[src/rtl/covert_pkg.sv]
// Shared definitions for the thermal covert channel: FSM encoding, default
// timing parameters and the Manchester level helper.
package covert_pkg;

  localparam int DEF_HALF_CYCLES  = 25_000_000;
  localparam int DEF_PREAMBLE_LEN = 4;
  localparam int DEF_GUARD_HALVES = 4;
  localparam int DEF_CNT_W        = 32;

  // Heater level of the first half when the bit is 1
  localparam logic MANCH_ONE_FIRST = 1'b1;

  typedef enum logic [2:0] {
    S_IDLE     = 3'd0,
    S_PREAMBLE = 3'd1,
    S_DATA     = 3'd2,
    S_PARITY   = 3'd3,
    S_GUARD    = 3'd4
  } state_t;

  // Heater level for a bit value in its first (half=0) or second (half=1) half
  function automatic logic manch_level(input logic b, input logic half);
    return half ^ (b ? MANCH_ONE_FIRST : ~MANCH_ONE_FIRST);
  endfunction

endpackage

[src/rtl/half_period_timer.sv]
// Down-counter measuring one Manchester half-period; expire pulses for the
// single cycle the count sits at zero while enabled.
module half_period_timer #(
  parameter int CNT_W       = 32,
  parameter int HALF_CYCLES = 25_000_000
) (
  input  logic clk,
  input  logic reset,
  input  logic load,
  input  logic en,
  output logic expire
);

  logic [CNT_W-1:0] cnt;

  // Load has priority so the half that follows an expiry starts at full length
  always_ff @(posedge clk) begin
    if (!reset)                 cnt <= '0;
    else if (load)              cnt <= CNT_W'(HALF_CYCLES - 1);
    else if (en && cnt != '0)   cnt <= cnt - 1'b1;
  end

  assign expire = en && (cnt == '0);

endmodule

[src/rtl/thermal_frame_modulator.sv]
// Turns one accepted byte into a Manchester-coded heater on/off frame:
// preamble, 8 data bits LSB first, even parity, then a heater-off guard.
module thermal_frame_modulator
  import covert_pkg::*;
#(
  parameter int HALF_CYCLES  = DEF_HALF_CYCLES,
  parameter int PREAMBLE_LEN = DEF_PREAMBLE_LEN,
  parameter int GUARD_HALVES = DEF_GUARD_HALVES,
  parameter int CNT_W        = DEF_CNT_W
) (
  input  logic       clk,
  input  logic       reset,
  input  logic [7:0] tx_data,
  input  logic       tx_valid,
  output logic       tx_ready,
  input  logic       abort,
  output logic       heater_en,
  output logic       busy,
  output logic       frame_done,
  output logic [2:0] state_dbg
);

  localparam int MAXN = (PREAMBLE_LEN > GUARD_HALVES)
                        ? ((PREAMBLE_LEN > 8) ? PREAMBLE_LEN : 8)
                        : ((GUARD_HALVES > 8) ? GUARD_HALVES : 8);
  localparam int IW   = $clog2(MAXN) + 1;

  state_t          state, state_d;
  logic            half, half_d;
  logic [IW-1:0]   idx, idx_d;      // bit index in PREAMBLE/DATA, half index in GUARD
  logic [7:0]      data_q;
  logic            heater_d, nbit;
  logic            load, en, expire, accept, active_d;

  half_period_timer #(.CNT_W(CNT_W), .HALF_CYCLES(HALF_CYCLES)) u_timer (
    .clk(clk), .reset(reset), .load(load), .en(en), .expire(expire)
  );

  assign accept     = tx_valid && (state == S_IDLE);
  assign tx_ready   = (state == S_IDLE);
  assign busy       = (state != S_IDLE);
  assign state_dbg  = state;
  assign frame_done = (state == S_GUARD) && expire && (idx == IW'(GUARD_HALVES - 1));

  // Next-state: advance half/bit on timer expiry, abort diverts to guard
  always_comb begin
    state_d = state;
    half_d  = half;
    idx_d   = idx;
    load    = 1'b0;
    en      = 1'b0;
    unique case (state)
      S_IDLE: begin
        if (accept) begin
          state_d = S_PREAMBLE;
          half_d  = 1'b0;
          idx_d   = '0;
          load    = 1'b1;
        end
      end
      S_PREAMBLE, S_DATA, S_PARITY: begin
        en = 1'b1;
        if (abort) begin
          state_d = S_GUARD;
          half_d  = 1'b0;
          idx_d   = '0;
          load    = 1'b1;
        end else if (expire) begin
          load = 1'b1;
          if (!half) begin
            half_d = 1'b1;
          end else begin
            half_d = 1'b0;
            idx_d  = idx + 1'b1;
            if (state == S_PREAMBLE && idx == IW'(PREAMBLE_LEN - 1)) begin
              state_d = S_DATA;
              idx_d   = '0;
            end else if (state == S_DATA && idx == IW'(7)) begin
              state_d = S_PARITY;
              idx_d   = '0;
            end else if (state == S_PARITY) begin
              state_d = S_GUARD;
              idx_d   = '0;
            end
          end
        end
      end
      S_GUARD: begin
        en = 1'b1;
        if (expire) begin
          load = 1'b1;
          if (idx == IW'(GUARD_HALVES - 1)) begin
            state_d = S_IDLE;
            idx_d   = '0;
          end else begin
            idx_d = idx + 1'b1;
          end
        end
      end
      default: state_d = S_IDLE;
    endcase
  end

  // Heater level for the half that starts at the coming edge
  always_comb begin
    nbit     = 1'b0;
    active_d = 1'b0;
    unique case (state_d)
      S_PREAMBLE: begin nbit = ~idx_d[0];         active_d = 1'b1; end
      S_DATA:     begin nbit = data_q[idx_d[2:0]]; active_d = 1'b1; end
      S_PARITY:   begin nbit = ^data_q;            active_d = 1'b1; end
      default:    begin nbit = 1'b0;               active_d = 1'b0; end
    endcase
    heater_d = active_d ? manch_level(nbit, half_d) : 1'b0;
  end

  // State, counters, latched byte and registered heater drive
  always_ff @(posedge clk) begin
    if (!reset) begin
      state     <= S_IDLE;
      half      <= 1'b0;
      idx       <= '0;
      data_q    <= '0;
      heater_en <= 1'b0;
    end else begin
      state     <= state_d;
      half      <= half_d;
      idx       <= idx_d;
      heater_en <= heater_d;
      if (accept) data_q <= tx_data;
    end
  end

endmodule
[config.mk]
export PLATFORM = sky130hd
export DESIGN_NAME = thermal_frame_modulator
export DESIGN_NICKNAME = d
export VERILOG_FILES = /design/src/rtl/covert_pkg.sv /design/src/rtl/half_period_timer.sv /design/src/rtl/thermal_frame_modulator.sv
export SDC_FILE = /design/constraint.sdc
export NUM_CORES = 1
export LEC_CHECK = 0
export BUFFER_PORTS_ARGS = -buffer_cell sky130_fd_sc_hd__buf_2
export CAP_MARGIN = 5
export CORE_UTILIZATION = 54
export DETAILED_ROUTE_END_ITERATION = 16
export PLACE_DENSITY = 0.75
export SLEW_MARGIN = 20
export SYNTH_ARGS = -nofsm -noshare
export SYNTH_HDL_FRONTEND = slang
export SYNTH_SLANG_ARGS = --single-unit
[constraint.sdc]
create_clock -name clk -period 2.7 [get_ports clk]
set_input_delay 0.54 -clock clk [delete_from_list [all_inputs] [get_ports clk]]
set_output_delay 0.54 -clock clk [all_outputs]
set_load 0.1 [all_outputs]
After elaboration in Yosys (flattened, before gate mapping) --
Cells that the tools add are included.
Word-level totals: register bits after elaboration 49, input port bits 12, word-level logic and storage cells 84
Cells by class: add/sub/neg operators 2, magnitude comparators 1, equal/unequal tests 13, multiplexer cells 37, bitwise operators 3, reductions and logical operators 20
Operators by type and width (count):
- two-way mux 25 bit | 2
- two-way mux 4 bit | 9
- logical NOT 32 bit | 1
- nonzero test 32 bit | 1
- subtractor 32 x 1 -> 32 bit (second input constant) | 1
- two-way mux 3 bit | 9
- == test 3 x 2 -> 1 bit (second input constant) | 4
- case mux 4 bit (3 select lines) | 1
- two-way mux 1 bit | 11
- case mux 3 bit (3 select lines) | 1
- parity 8 bit | 1
- logical AND 1 bit | 7
- == test 3 x 1 -> 1 bit (second input constant) | 2
- inequality test 3 bit (second input constant) | 2
- case mux 1 bit (3 select lines) | 2
- nonzero test 3 bit | 2
- OR reduction 3 bit | 2
- AND reduction 5 bit | 1
- adder 4 x 1 -> 4 bit (second input constant) | 1
- == test 4 x 2 -> 1 bit (second input constant) | 1
- == test 4 x 3 -> 1 bit (second input constant) | 1
- < comparator 3 x 4 -> 1 bit (second input constant) | 1
- OR reduction 4 bit | 1
- binary-select mux 1 bit (select 3 bit) | 1
- other kinds (10) | 11

Logic depth before layout (Yosys ltp) --
Gate-level depths: netlist (run 1).
word-level depth 13, gate-level depth with buffers 12, gate-level depth less buffers 11

Hierarchy --
A second synthesis (run 1) with hierarchy kept.
Unflattened totals: cell total of the unflattened synthesis 346, area total of the unflattened synthesis 3078.0 µm²
Modules (own cells, without submodules):
- half_period_timer | instances 1, cells each 196, area an instance 1744.2 µm², seq. area each 640.6 µm²
- thermal_frame_modulator | instances 1, cells each 150, area an instance 1333.8 µm², seq. area each 340.3 µm²

Worst setup path after synthesis (run 1) --
Ideal clock, no wire load.
path type reg2out, start register u_timer.cnt[0], end output frame_done, arrival time 4.447 ns, path slack -2.287 ns, cell stages (with the launch flop) 7, cell sequence dfxtp_1 > inv_1 > ha_1 > or4b_2 > nor3b_4 > nand3_1 > nor4_1
On the way: word-level cells in the longest chain between the ends 4
Ends and longest elaborated chain:
- start: declaration | line half_period_timer.sv:14 | logic [CNT_W-1:0] cnt;
- start signal: assignment | line half_period_timer.sv:19 | else if (load) cnt <= CNT_W'(HALF_CYCLES - 1);
- start signal: assignment | line half_period_timer.sv:20 | else if (en && cnt != '0) cnt <= cnt - 1'b1;
- logical NOT 32 bit | line half_period_timer.sv:23 | assign expire = en && (cnt == '0);
- logical AND 1 bit | line half_period_timer.sv:23
- logical AND 1 bit (2 in a row) | line thermal_frame_modulator.sv:43 | assign frame_done = (state == S_GUARD) && expire && (idx == IW'(GUARD_HALVES - 1));
- end: declaration | line thermal_frame_modulator.sv:19 | output logic frame_done,
Every way passes these cells.

Worst setup path in the final report (run 1) --
start register u_timer.cnt[0], end register heater_en
On the way: word-level cells in the longest chain between the ends 10
Ends and longest elaborated chain:
- logical NOT 32 bit * | line half_period_timer.sv:23
- logical AND 1 bit * | line half_period_timer.sv:23
- two-way mux 4 bit | line thermal_frame_modulator.sv:68 | end else if (expire) begin
- two-way mux 4 bit | line thermal_frame_modulator.sv:63 | if (abort) begin
- case mux 4 bit (3 select lines) | line thermal_frame_modulator.sv:52 | unique case (state)
- binary-select mux 1 bit (select 3 bit) | line thermal_frame_modulator.sv:110 | S_DATA: begin nbit = data_q[idx_d[2:0]]; active_d = 1'b1; end
- two-way mux 1 bit (not written as such) | line thermal_frame_modulator.sv:110
- case mux 1 bit (3 select lines) | line thermal_frame_modulator.sv:108 | unique case (state_d)
- two-way mux 1 bit | line covert_pkg.sv:23 | return half ^ (b ? MANCH_ONE_FIRST : ~MANCH_ONE_FIRST);
- XOR 1 bit | line covert_pkg.sv:23
- end signal: assignment | line thermal_frame_modulator.sv:129 | heater_en <= heater_d;
- end: declaration | line thermal_frame_modulator.sv:17 | output logic heater_en,
Mark *: on every way between the ends. The rest lies on a longest branch, timed or not. The select of a mux whose other input is x is not followed. A chain may end at the register's enable or synchronous reset.

==> run summary, run 1 <==
Fill count: 406
Final setup vio count: 2
Number of synthesized flops with an enable pin: 0
Most common library cell in the layout ignoring fill and taps: dfxtp_1
Mapped Cells: 339
CTS Hold Bufs: 0
First-pass GRT wire length: 10.6 mm
CTS Buffer Depth: 2
Commonest cells after routing, fill and taps aside: dfxtp_1 (43), nor2_1 (42), nand2_1 (40), a21oi_1 (38), buf_4 (30)
Hold crit path type: in2reg
Ys Warns: 0
Clk pwr share: 0.265
Setup_tns: -0.146 ns
Met3 Use GR: 0.0483
DRC violations left: 0
Root buffer cell: clkbuf_8
Switching share of total power: 0.314
Post-DP Area: 3100 µm²
Rows: 25
Fin. max-slew vios: 0
DP Wirelength: 4.46 mm
DR iter-0 viols: 275
Post-DRT Antenna Nets: 0
Syn Std Cell Area: 2700 µm²
Share of post-route cells with drive strength above 1: 0.215
Setup ws final: -0.0834 ns
Clk sink count: 49
Cells on worst reg2reg path: 12
Cts bufs inserted: 5
All-Layer GR Usage: 0.261
Ys flop type: dfxtp_1
Routed wire per std cell: 13.9 µm
Starting Density: 0.567
Syn-to-layout area delta: 19.8%
Finished Cell Area: 3230 µm²
Crit start category: register
Unique masters post-synth: 49
Worst-Margin Slew: 0.513 ns
Worst EP arrival: 3.02 ns
Failing checks: negative setup slack
Via count: 2502
Final Hold Viols: 0
CP max FO: 5
IO Count: 19
Die height: 72.7 µm
Drt via density: 5.57
Final Critical Period: 2.78 ns
Core ar.: 4750 µm²
Hold Crit Start: tx_data[2]
Placement Setup Slack: -0.191 ns
Fin crit share: 1.03
Status: finished, violations left
Critical R2R Launch: u_timer.cnt[0]
Total global routing overflow: 0
Routing usage on met1: 0.332
CP Class: reg2reg
Syn nets: 354
Net Sw Power: 511 µW
H-tree depth: 2
MaxCap Viol Count: 0
Clk_lat worst skew: 0.31 ns
GPL Wtd Cong: 0.915
Slew headroom: 0.658
Reg2reg setup slack: -0.08 ns
Largest net degree at the start of global routing: 20
Flops & latches, synth: 49
TritonCTS clock tree: built
RSZ-0062 raised after global routing: yes
Grt met2 use: 0.431
Pwr/cell area: 504 nW/µm²
Hold EP: data_q[2]
Hold_ws: 0.462 ns
WHS Path Cells: 3
R2R Path End: heater_en
Logic pwr share: 0.240
Die Wd: 72.7 µm
Pleak: 0.00125 µW
Area of the multi-input gates: 1670 µm²
Final Net Count: 396
Part of the power in registers: 0.495
Drt first pass iters: 4
Max VDD drop: 0.000437 V
Diodes inserted: 0
Port bufs: 18
Core Util, Final: 0.679
Max Fclk: 359 MHz
Crit end category: register
Post-synth ARST share: 0
Vias in the first global route: 2377
Seq/Total Area, Yosys: 0.364
Worst-path clk slew: 0.09 ns
GRT busiest layer: met2
Antenna violations before repair: 0
Storage element area: 991 µm²
Worst EP required: 2.93 ns
Clock Skew: 0.00555 ns
Cell-internal power: 1120 µW
Final wirelength: 6.24 mm
Syn_area_per_cell: 7.95 µm²
DIE AREA: 5280 µm²
-- through the flow --
| stage | power (µW) | cells |
|---|---|---|
| finish | 1630 | 449 |
| global placement | 1190 | 439 |
| floorplan | 1080 | 339 |
| global route | 1700 | 449 |
| detailed placement | 1200 | 439 |
| CTS | 1630 | 449 |
-- timing repair --
action                                  in CTS  in global routing
pin swaps                                    3                  1
gates resized for setup                      7                  4
buffers inserted                             2                  0
endpoints found under the setup margin       2                  8
-- synth_stat cells (2+ instances only) --
master | instances | area (µm²)
dfxtp_1 | 49 | 981
nor2_1 | 42 | 158
nand2_1 | 40 | 150
a21oi_1 | 38 | 190
xnor2_1 | 24 | 210
xor2_1 | 14 | 123
o21ai_0 | 13 | 65.1
clkbuf_1 | 12 | 45.0
nand3_1 | 11 | 55.1
nor3_1 | 11 | 55.1
nor4_1 | 9 | 56.3
inv_1 | 8 | 30.0
and2_1 | 5 | 31.3
mux2i_1 | 5 | 50.1
nand4_1 | 5 | 31.3
or3_1 | 5 | 31.3
nand2b_1 | 4 | 25.0
and3_1 | 3 | 18.8
ha_1 | 3 | 37.5
o31ai_1 | 3 | 22.5
a31oi_1 | 2 | 12.5
buf_1 | 2 | 7.51
nor3b_1 | 2 | 15.0
o2111ai_1 | 2 | 17.5
or2_2 | 2 | 12.5
or4_1 | 2 | 15.0
-- critical path, stage by stage, from the launching register on --
cell and delay [ns]:
dfxtp_2 0.33, inv_2 0.05, ha_1 0.13, or4b_4 0.47
nor3b_4 0.23, nand4_1 0.17, a31o_1 0.29, a311oi_4 0.22
buf_6 0.17, mux2i_1 0.21, nand3_1 0.11, and3_1 0.17
o211ai_1 0.14
-- power groups by stage --
| stage | sequential, µW | clock [µW] | combinational, µW |
|---|---|---|---|
| final | 806 | 431 | 390 |
| after global routing | 811 | 459 | 428 |
| after CTS | 806 | 436 | 386 |
| after detailed placement | 821 | 0 | 377 |
| after global placement | 818 | 0 | 369 |
| after floorplan | 840 | 0 | 238 |
-- flip-flops by register name, summed over array words and instances, names as in the netlist --
register     cells
state_dbg        3
heater_en        1
data_q           8
half             1
u_timer.cnt     32
idx              4
-- final cells by class --
type,count,share of cell area
multi-input combinational,266,0.517
sequential,49,0.307
clock buffer,7,0.0236
timing repair buffer,51,0.115
inverter,8,0.00930
clock inverter,1,0.00194
tap,67,0.0259
-- worst max-delay path by stage --
stage	startpoint	slack (ns)	end	depth (start not counted)
floorplan	u_timer.cnt[20]	-0.38	frame_done	4
global placement	u_timer.cnt[2]	-0.04	heater_en	9
detailed placement	u_timer.cnt[0]	-0.19	heater_en	11
CTS	u_timer.cnt[0]	-0.06	frame_done	8
global route	u_timer.cnt[1]	-0.24	heater_en	12
finish	u_timer.cnt[0]	-0.08	heater_en	12
-- kinds of logic after synthesis --
group,share of synthesized area
simple gates,0.287
compound gates,0.156
flops,0.364
xor+xnor,0.123
buf+inv,0.0367
mux,0.0186
fa+ha+maj,0.0139
-- routing by layer --
| metal | vias up | wire length (µm) |
|---|---|---|
| met5 | - | 0 |
| met4 | 0 | 155 |
| met3 | 17 | 319 |
| met2 | 59 | 2960 |
| met1 | 1163 | 2800 |
| li1 | 1263 | - |
(Power assumes the default switching activity.)
==> inputs of run 2 (changes only) <==
- CTS_CLUSTER_DIAMETER: default -> 100
- TNS_END_PERCENT: default -> 10
==> run 2 against run 1 <==
The flow still finishes with violations (negative setup slack). Sequential power is essentially flat. Via count up 3.4%. Final cell count rose by 0.45%. Design area rose by 1.0%. Clock power is essentially flat. Clock-buffer cell count decreased by 1. Die area unchanged. Worst hold slack lost 0.0014 ns. Sequential share of layout area is 0.31 points lower. Clock skew grew 0.00073 ns. Non-clock buffer count rose by 3. Combinational power decreased by 2%. Largest power group unchanged. Highest routed layer unchanged.
==> run summary, run 2 (same netlist as run 1, synthesis figures left out) <==
Status: finished, violations left
Failing checks: negative setup slack
DR iter-0 viols: 224 (-19%)
Core ar.: 4750 µm² (unchanged)
Cells on worst reg2reg path: 12 (unchanged)
Reg2reg setup slack: -0.16 ns (-0.08 ns)
Final total power: 1620 µW (-0.51%)
Biggest registers after layout: u_timer.cnt x32, data_q x8, idx x4
Worst-Margin Slew: 0.648 ns (+0.135 ns)
Starting Density: 0.567 (unchanged)
Max Fclk: 346 MHz (-3.8%)
Clk_lat worst skew: 0.31 ns (about the same)
Crit end category: output port
Pleak: 0.00125 µW (+0.22%)
CTS Buffer Depth: 2 (unchanged)
Final wirelength: 6.34 mm (+1.6%)
IO Count: 19 (unchanged)
Crit start category: register
Die height: 72.7 µm (unchanged)
Hold Crit Start: tx_data[1]
Syn-to-layout area delta: 21.0%
Area of the multi-input gates: 1690 µm² (+1.4%)
All-Layer GR Usage: 0.258 (-0.00294)
Placement Setup Slack: -0.124 ns (+0.0673 ns)
Hold EP: data_q[1]
Clock Skew: 0.00628 ns (+0.000732 ns)
Port bufs: 18 (unchanged)
Clk sink count: 49 (unchanged)
Met2 Routed Length: 2.98 mm (+0.78%)
Largest net degree at the start of global routing: 20 (unchanged)
Cts bufs inserted: 5 (unchanged)
Total global routing overflow: 0 (unchanged)
Critical path's top delay family: simple AND/OR/NAND/NOR gates
Max VDD drop: 0.000404 V (-7.7%)
Worst path bufs/invs: 4 (+2)
CP max stage delay: 0.47 ns (about the same)
GPL Wtd Cong: 0.914 (-0.15%)
Rows: 25 (unchanged)
H-tree depth: 2 (unchanged)
Hold crit path type: in2reg
CP Class: reg2out
Worst EP required: 2.16 ns (-0.77 ns)
Drt via density: 5.74 (+3.0%)
CP max FO: 5 (unchanged)
Drt first pass iters: 6 (+2)
Max FFs per register: 32 (unchanged)
Setup ws final: -0.192 ns (-0.109 ns)
Routed wire per std cell: 14.1 µm (+1.2%)
Root buffer cell: clkbuf_8
CP max stage cell: or4b_4
TritonCTS clock tree: built
First-pass GRT wire length: 10.7 mm (+0.53%)
Commonest cells after routing, fill and taps aside: dfxtp_1 (43), nor2_1 (42), nand2_1 (40), a21oi_1 (38), buf_4 (34)
Post-DP Area: 3080 µm² (-0.69%)
Finished Cell Area: 3260 µm² (+1.0%)
Largest Register: u_timer.cnt
Final setup vio count: 2 (unchanged)
Slew headroom: 0.567 (-0.0903)
DP Wirelength: 4.32 mm (-3.2%)
WHS Path Cells: 3 (unchanged)
Cell Chain, Critical Path: inv_1, ha_1, or4b_4, nor3b_4, buf_4, buf_6, nand3_4, nor4_4, buf_12
Vias in the first global route: 2404 (+1.1%)
MaxCap Viol Count: 0 (unchanged)
Top routing layer in use: met4
Met3 WL: 475 µm (+49%)
Antenna violations before repair: 0 (unchanged)
Final Hold Viols: 0 (unchanged)
CTS Hold Bufs: 0 (unchanged)
R2R Path End: heater_en
Worst-path clk slew: 0.09 ns (about the same)
Die Wd: 72.7 µm (unchanged)
Via count: 2588 (+3.4%)
RSZ-0062 raised after global routing: yes
Final Critical Period: 2.89 ns (+0.109 ns)
Critical R2R Launch: u_timer.cnt[0]
Diodes inserted: 0 (unchanged)
Pwr/cell area: 496 nW/µm² (-1.5%)
Share of post-route cells with drive strength above 1: 0.221 (+0.00669)
Fin crit share: 1.07 (+0.0404)
DRT met1 WL: 2.68 mm (-4.3%)
Storage element area: 991 µm² (unchanged)
Fin. max-slew vios: 0 (unchanged)
Worst EP arrival: 2.35 ns (-0.67 ns)
Final Net Count: 399 (+0.76%)
DRC violations left: 0 (unchanged)
Post-DRT Antenna Nets: 0 (unchanged)
Most common library cell in the layout ignoring fill and taps: dfxtp_1
Fill count: 403 (-0.74%)
DIE AREA: 5280 µm² (unchanged)
## run 2: cell type report
cell class                      count  share of cell area
Clock buffer                        6              0.0222
Clock inverter                      1             0.00268
Inverter                            8             0.00920
Multi-Input combinational cell    266               0.519
Sequential cell                    49               0.304
Tap cell                           67              0.0257
Timing Repair Buffer               54               0.117
## run 2: timing repair
action,4_1_cts,5_1_grt
pin swaps,10,8
cloned,0,0
buffers inserted,4,2
setup endpoints to repair,3,11
resized for setup,5,9
## run 2: stage by stage
stage | instances | setup TNS, ns | util | hold slack, ns
after detailed placement | 438 | -0.160 | 0.647 | 0.478
after CTS | 449 | -0.191 | 0.675 | 0.459
after global routing | 451 | -1.05 | 0.686 | 0.450
after floorplan | 339 | -2.34 | - | 0.461
final | 451 | -0.350 | 0.686 | 0.461
after global placement | 438 | -0.0457 | 0.647 | 0.475
## run 2: how the worst max path moves through the flow
| stage | endpoint | slack, ns | cells past startpoint | start |
|---|---|---|---|---|
| 6_report | frame_done | -0.19 | 9 | u_timer.cnt[0] |
| 5_1_grt | frame_done | -0.29 | 9 | u_timer.cnt[0] |
| 4_1_cts | heater_en | -0.11 | 11 | u_timer.cnt[22] |
| 3_5_place_dp | heater_en | -0.12 | 9 | u_timer.cnt[20] |
| 3_3_place_gp | heater_en | -0.05 | 9 | u_timer.cnt[20] |
| 2_1_floorplan | frame_done | -0.40 | 4 | u_timer.cnt[20] |
## run 2: routing by layer
layer  track usage  vias up
met5             0        -
met4         0.135        0
met3        0.0580       28
met2         0.418      111
met1         0.320     1184
li1              -     1265
## run 2: worst min-delay path, stage by stage
cell	delay, ns
buf_2	0.09
nand2_1	0.04
a21oi_1	0.05
## run 2: report_power, final
group / switching (µW) / internal, µW
logic: 223 / 161
registers: 40.2 / 767
clock network: 249 / 180
total: 512 / 1110
